File: src/rtl/cb_zigzag_serializer_if.sv
// ---------------------------------------------------------------------------
// cb_zigzag_serializer_if
//   Bundles the block input strobe and parallel block, plus the zigzag
//   serial output stream with its handshake and status flags.
//
//   in_enable  1-cycle strobe: Q_in holds a valid 8x8 block
//   Q_in       signed 8x8 quantized Cb block, [row][col]
//   out_valid  out_coeff/out_index valid this cycle
//   out_ready  downstream accepts when out_valid && out_ready
//   out_coeff  signed coefficient in zigzag order
//   out_index  zigzag position 0..63 of out_coeff
//   out_sob    start of block (index 0 presented)
//   out_eob    end of block (index 63 presented)
//   overflow   sticky: a block was dropped because both banks were full
//
//   master : the environment (quantizer upstream, RLE/Huffman downstream)
//   slave  : the serializer itself
// ---------------------------------------------------------------------------
interface cb_zigzag_serializer_if #(
  parameter int DATA_W = 11
);
  logic                     in_enable;
  logic signed [DATA_W-1:0] Q_in [8][8];
  logic                     out_valid;
  logic                     out_ready;
  logic signed [DATA_W-1:0] out_coeff;
  logic [5:0]               out_index;
  logic                     out_sob;
  logic                     out_eob;
  logic                     overflow;

  modport master (
    output in_enable, Q_in, out_ready,
    input  out_valid, out_coeff, out_index, out_sob, out_eob, overflow
  );

  modport slave (
    input  in_enable, Q_in, out_ready,
    output out_valid, out_coeff, out_index, out_sob, out_eob, overflow
  );
endinterface

File: src/rtl/cb_zigzag_serializer.sv
// ---------------------------------------------------------------------------
// cb_zigzag_serializer
//   Captures a parallel 8x8 quantized Cb block and streams it out one
//   coefficient per cycle in JPEG zigzag order. Two banks (ping-pong) let a
//   new block be captured while the previous one is still draining.
//
//   clk   clock, rising edge
//   rst   asynchronous, active-high reset
//   bus   cb_zigzag_serializer_if.slave (block input, serial output stream,
//         overflow status)
// ---------------------------------------------------------------------------
module cb_zigzag_serializer #(
  parameter int DATA_W = 11
) (
  input  logic                      clk,
  input  logic                      rst,
  cb_zigzag_serializer_if.slave     bus
);

  // Zigzag position -> raster index (row*8+col).
  localparam logic [5:0] ZZ [64] = '{
    6'd0,  6'd1,  6'd8,  6'd16, 6'd9,  6'd2,  6'd3,  6'd10,
    6'd17, 6'd24, 6'd32, 6'd25, 6'd18, 6'd11, 6'd4,  6'd5,
    6'd12, 6'd19, 6'd26, 6'd33, 6'd40, 6'd48, 6'd41, 6'd34,
    6'd27, 6'd20, 6'd13, 6'd6,  6'd7,  6'd14, 6'd21, 6'd28,
    6'd35, 6'd42, 6'd49, 6'd56, 6'd57, 6'd50, 6'd43, 6'd36,
    6'd29, 6'd22, 6'd15, 6'd23, 6'd30, 6'd37, 6'd44, 6'd51,
    6'd58, 6'd59, 6'd52, 6'd45, 6'd38, 6'd31, 6'd39, 6'd46,
    6'd53, 6'd60, 6'd61, 6'd54, 6'd47, 6'd55, 6'd62, 6'd63
  };

  logic [1:0] fill_cnt_reg;
  logic       wr_bank_reg;
  logic       rd_bank_reg;
  logic [5:0] rd_idx_reg;
  logic       overflow_reg;

  logic signed [DATA_W-1:0] q_flat   [64];
  logic signed [DATA_W-1:0] bank_mem [2][64];

  logic out_valid_int;
  logic handshake;
  logic last_beat;
  logic bank_free;
  logic capture;
  logic drop;

  // Flatten the [row][col] block into raster order.
  for (genvar gi = 0; gi < 64; gi++) begin : g_flat
    assign q_flat[gi] = bus.Q_in[gi / 8][gi % 8];
  end

  assign out_valid_int = (fill_cnt_reg != 2'd0);
  assign handshake     = out_valid_int && bus.out_ready;
  assign last_beat     = handshake && (rd_idx_reg == 6'd63);

  // With both banks full, the bank finishing its final beat on this edge is
  // already free for the incoming block; its last word is read out before
  // the overwrite lands.
  assign bank_free = (fill_cnt_reg < 2'd2) || last_beat;
  assign capture   = bus.in_enable && bank_free;
  assign drop      = bus.in_enable && !bank_free;

  always_ff @(posedge clk or posedge rst) begin
    if (rst) begin
      fill_cnt_reg <= 2'd0;
      wr_bank_reg  <= 1'b0;
      rd_bank_reg  <= 1'b0;
      rd_idx_reg   <= 6'd0;
      overflow_reg <= 1'b0;
    end else begin
      unique case ({capture, last_beat})
        2'b10:   fill_cnt_reg <= fill_cnt_reg + 2'd1;
        2'b01:   fill_cnt_reg <= fill_cnt_reg - 2'd1;
        default: fill_cnt_reg <= fill_cnt_reg;
      endcase
      if (capture) begin
        wr_bank_reg <= ~wr_bank_reg;
      end
      if (handshake) begin
        rd_idx_reg <= rd_idx_reg + 6'd1;  // 63 wraps to 0
      end
      if (last_beat) begin
        rd_bank_reg <= ~rd_bank_reg;
      end
      if (drop) begin
        overflow_reg <= 1'b1;
      end
    end
  end

  // Bank storage is not reset; it is only ever read while marked full.
  always_ff @(posedge clk) begin
    if (capture) begin
      for (int i = 0; i < 64; i++) begin
        bank_mem[wr_bank_reg][i] <= q_flat[i];
      end
    end
  end

  assign bus.out_valid = out_valid_int;
  assign bus.out_index = rd_idx_reg;
  assign bus.out_coeff = out_valid_int ? bank_mem[rd_bank_reg][ZZ[rd_idx_reg]] : '0;
  assign bus.out_sob   = out_valid_int && (rd_idx_reg == 6'd0);
  assign bus.out_eob   = out_valid_int && (rd_idx_reg == 6'd63);
  assign bus.overflow  = overflow_reg;

endmodule

File: src/flat_wrapper.sv
// flat-port wrapper written by rule: the top's interface ports become plain ports
module cb_zigzag_serializer_flat 
#(
  parameter int DATA_W = 11
)
  (clk, rst, bus_in_enable, bus_Q_in, bus_out_ready, bus_out_valid, bus_out_coeff, bus_out_index, bus_out_sob, bus_out_eob, bus_overflow);
  cb_zigzag_serializer_if #(.DATA_W(DATA_W)) bus_i ();
  input  logic clk;
  input  logic rst;
  input wire logic [$bits(bus_i.in_enable)-1:0] bus_in_enable;
  input wire logic [$bits(bus_i.Q_in)-1:0] bus_Q_in;
  input wire logic [$bits(bus_i.out_ready)-1:0] bus_out_ready;
  output wire logic [$bits(bus_i.out_valid)-1:0] bus_out_valid;
  output wire logic [$bits(bus_i.out_coeff)-1:0] bus_out_coeff;
  output wire logic [$bits(bus_i.out_index)-1:0] bus_out_index;
  output wire logic [$bits(bus_i.out_sob)-1:0] bus_out_sob;
  output wire logic [$bits(bus_i.out_eob)-1:0] bus_out_eob;
  output wire logic [$bits(bus_i.overflow)-1:0] bus_overflow;
  assign bus_i.in_enable = bus_in_enable;
  assign bus_i.Q_in = {>>{bus_Q_in}};
  assign bus_i.out_ready = bus_out_ready;
  assign bus_out_valid = bus_i.out_valid;
  assign bus_out_coeff = bus_i.out_coeff;
  assign bus_out_index = bus_i.out_index;
  assign bus_out_sob = bus_i.out_sob;
  assign bus_out_eob = bus_i.out_eob;
  assign bus_overflow = bus_i.overflow;
  cb_zigzag_serializer #(.DATA_W(DATA_W)) u_core (.clk(clk), .rst(rst), .bus(bus_i));
endmodule
File: config.mk
export PLATFORM = sky130hd
export DESIGN_NAME = cb_zigzag_serializer_flat
export DESIGN_NICKNAME = d
export VERILOG_FILES = /design/src/rtl/cb_zigzag_serializer_if.sv /design/src/rtl/cb_zigzag_serializer.sv /design/src/flat_wrapper.sv
export SDC_FILE = /design/constraint.sdc
export NUM_CORES = 1
export LEC_CHECK = 0
export BUFFER_PORTS_ARGS = -buffer_cell sky130_fd_sc_hd__buf_2
export CAP_MARGIN = 10
export CELL_PAD_IN_SITES_DETAIL_PLACEMENT = 0
export CELL_PAD_IN_SITES_GLOBAL_PLACEMENT = 1
export CORE_MARGIN = 1
export CORE_UTILIZATION = 40
export DETAILED_ROUTE_END_ITERATION = 8
export PLACE_DENSITY_LB_ADDON = 0.1
export SLEW_MARGIN = 25
export SYNTH_ARGS = -nofsm -noshare
export SYNTH_HDL_FRONTEND = slang
export SYNTH_SLANG_ARGS = --single-unit
export TNS_END_PERCENT = 5
File: constraint.sdc
create_clock -name clk -period 44.8 [get_ports clk]
set_input_delay 13.44 -clock clk [delete_from_list [all_inputs] [get_ports clk]]
set_output_delay 13.44 -clock clk [all_outputs]
set_load 0.1 [all_outputs]
==> out/qor.csv <==
stage,metric,value,unit
global_routing,total gr overflow,0,
clocking,post-CTS setup buffer count,0,
die,CORE AREA,138000,sq um
cells_and_area,Area growth syn-to-layout,19.3,%
setup_path,"Slowest-stage cell, CP",o21ai_0,
sta,post-route clock skew,32.2,ps
setup_path,crit path max fanout,61,
clocking,# H-tree levels,4,
global_routing,met3 Use GR,0.0769,
cells_and_area,Final Cell Area,66600,sq um
die,io pins,729,
drt,wire per inst,29.0,microns
outcome,run status,"finished, final reports clean",
drt,via/cell ratio,5.47,
synth,synthesized netlist cell count,3446,
sta,"Hold Violations, Final",0,
sta,"Worst Setup Slack, final",23630,ps
sta,Setup TNS,0,ps
synth,Post-synth ARST share,0.00775,
sta,fmax,47.2,MHz
drt,via count,33963,
clocking,Longest Clk Path Bufs,3,
global_routing,first-pass GRT wire length,250000,microns
min_path,Hold Crit Class,reg2reg,
global_routing,routing usage on met1,0.334,
drt,Pre-antenna DRT Iters,5,
die,die area,141000,sq um
drt,WL final,180000,microns
placement,DP Cell Count,5887,
cells_and_area,max reg flops,1408,
clocking,Worst-Skew Late Latency,780,ps
drt,DR DRC count,0,
die,Vert. Die Dim,376,microns
global_routing,GRT Util Overall,0.252,
setup_path,startpoint types,flip-flop,
synth,"EDFF count, synth",1408,
die,die width,376,microns
cells_and_area,Final nets,4906,
sta,Least-Margin Pin Slew,1170,ps
setup_path,Setup CP Type,reg2out,
setup_path,Crit. End Element,output pin,
placement,DP HPWL,124000,microns
synth,Avg Inst Size Synth,16.2,sq um
placement,I/O Buffers,728,
placement,Area after DPL,61400,sq um
drt,Initial DRC Count,3075,
global_routing,GRT busiest layer,met2,
synth,Ys Warns,0,
cells_and_area,ratio of cells with drive above 1 in the final layout,0.272,
placement,Place WS,24380,ps
setup_path,required time of the critical path,31360,ps
sta,Max-Slew Margin vs Limit,0.210,
synth,main flop type after synthesis,edfxtp_1,
global_routing,initial antenna violation count,166,
sta,Final Critical Period,21170,ps
synth,"Distinct cells, synth",69,
global_routing,met2 Usage GRT,0.406,
cells_and_area,Layout Cells excl Fill,6210,
synth,Mapped Nets,4170,
cells_and_area,Filler cells,12041,
clocking,"Hold-fix buffers, CTS",0,
synth,post-synthesis sequential area ratio,0.763,
clocking,"Clk pin slew, worst setup/hold paths",60,ps
clocking,cts repair resizes,0,
setup_path,CP cell instances,inv_1 > ha_1 > o211ai_1 > o221a_4 > buf_4 > buf_4 > buf_4 > mux2i_1 > a32oi_1 > o21ai_0 > a21oi_1 > o21ai_0 > nand4_1 > buf_2,
sta,fin crit share,0.473,
die,starting density of the core,0.404,
clocking,CTS sink cnt,1419,
sta,Final Max Tran Viols,0,
sta,RSZ-0062 raised after global routing,false,
clocking,Root Buffer,clkbuf_16,
synth,Synth Register Bits,1419,
die,# rows,136,
flow_run,# Max-Cap Violations,0,
global_routing,largest net degree at the start of global routing,155,
drt,post-route ant nets,0,
clocking,CTS tree,yes,
placement,routability cong.,0.817,
setup_path,crit-path most repeated cell,buf_4,
clocking,CTS Buf Count,156,
setup_path,Worst path max stage delay,920,ps
global_routing,number of global-route vias before repair,33575,
sta,final setup vio count,0,
synth,synthesized cell area,55800,sq um
setup_path,Crit path arrival time,7730,ps
-- worst paths after layout --
kind,from,end,slack [ps],depth (start not counted)
worst min register to register,u_core.bus.overflow$_DFFE_PP0P_,u_core.bus.overflow$_DFFE_PP0P_,490,1
min in group asynchronous,rst,u_core.wr_bank_reg$_DFFE_PP0P_,12740,2
max in group asynchronous,rst,u_core.rd_bank_reg$_DFFE_PP0P_,31640,2
worst min-delay path,u_core.bus.overflow$_DFFE_PP0P_,u_core.bus.overflow$_DFFE_PP0P_,490,1
worst max-delay path,u_core.bus.out_index[0]$_DFFE_PP0P_,bus_out_coeff[0],23630,14
worst max register to register,u_core.fill_cnt_reg[0]$_DFFE_PP0P_,u_core.bank_mem[1][477]$_DFFE_PP_,39480,10
-- stage by stage --
step | hold slack (ps) | util
floorplan | 479 | -
global placement | 487 | 0.445
detailed placement | 481 | 0.445
CTS | 494 | 0.481
global route | 503 | 0.482
finish | 489 | 0.482
-- metal layers --
metal	wire length, microns	share of wire
met2	86100	0.48
met4	3790	0.021
met3	14700	0.082
met5	744	0.0041
met1	74600	0.41
-- layout make-up --
type	instances	area, sq um	area share
clock inverter	95	936	0.0141
clock buffer	187	4080	0.0614
tap	1863	2330	0.0350
multi-input combinational	1801	12300	0.185
timing repair buffer	791	4190	0.0630
sequential	1419	42600	0.639
antenna	41	103	0.00154
inverter	13	48.8	0.000733
-- critical path: cells and delay by family (launching register included) --
family          cells  cell delay (ps)
buf+inv             5             2810
flops               1              590
mux                 1              260
simple gates        1              460
compound gates      6             2250
fa+ha+maj           1              440
-- cell usage in the layout, fill, tap and decap left out, drive strengths merged, types with 62 or more instances in the layout --
cell type / synthesis / routed
nor2: 62 / 62
clkbuf: 102 / 187
buf: 111 / 791
edfxtp: 1408 / 1408
nand4: 101 / 101
nand2: 698 / 698
mux4: 132 / 132
clkinv: 0 / 68
mux2i: 123 / 123
nand3: 227 / 227
o21ai: 66 / 66
-- cell usage after synthesis (all sizes together) (2+ instances only) --
cell type	number	area share
nor2	62	0.0042
o22ai	12	0.0015
edfxtp	1408	0.76
nor3	28	0.0028
nand3	227	0.020
o2111a	10	0.0020
a31oi	54	0.0061
buf	111	0.012
xnor2	8	0.0013
mux2	5	0.0010
nand4	101	0.011
o211ai	12	0.0016
nor4	21	0.0024
a32oi	36	0.0056
a21oi	51	0.0046
or3	17	0.0019
mux4	132	0.054
a311oi	5	0.00090
nand2b	6	0.00067
o22a	2	0.00031
o221ai	5	0.00078
clkbuf	102	0.0069
and2	4	0.00045
nor2b	4	0.00045
a31o	2	0.00031
nand2	698	0.047
o21ai	66	0.0059
inv	13	0.00087
ha	16	0.0036
o2111ai	38	0.0060
mux2i	123	0.022
a21o	3	0.00040
a211oi	10	0.0014
a221o	20	0.0036
dfrtp	11	0.0049
or2	5	0.00056
-- kinds of logic (layout without fill, tap and decap cells) --
logic type	Yosys count	count (layout)	share of synthesized area
AO/OA/AOI/OAI	338	338	0.0430
XOR/XNOR	9	9	0.00141
adder cells (fa/ha/maj)	16	16	0.00359
buffers and inverters	226	1086	0.0200
flip-flops	1419	1419	0.763
multiplexers	260	260	0.0767
other	0	41	0
AND/OR/NAND/NOR	1178	1178	0.0927
Power is not shown: default switching activity piles up to over one toggle a cycle in this logic, so the estimate is an artifact.
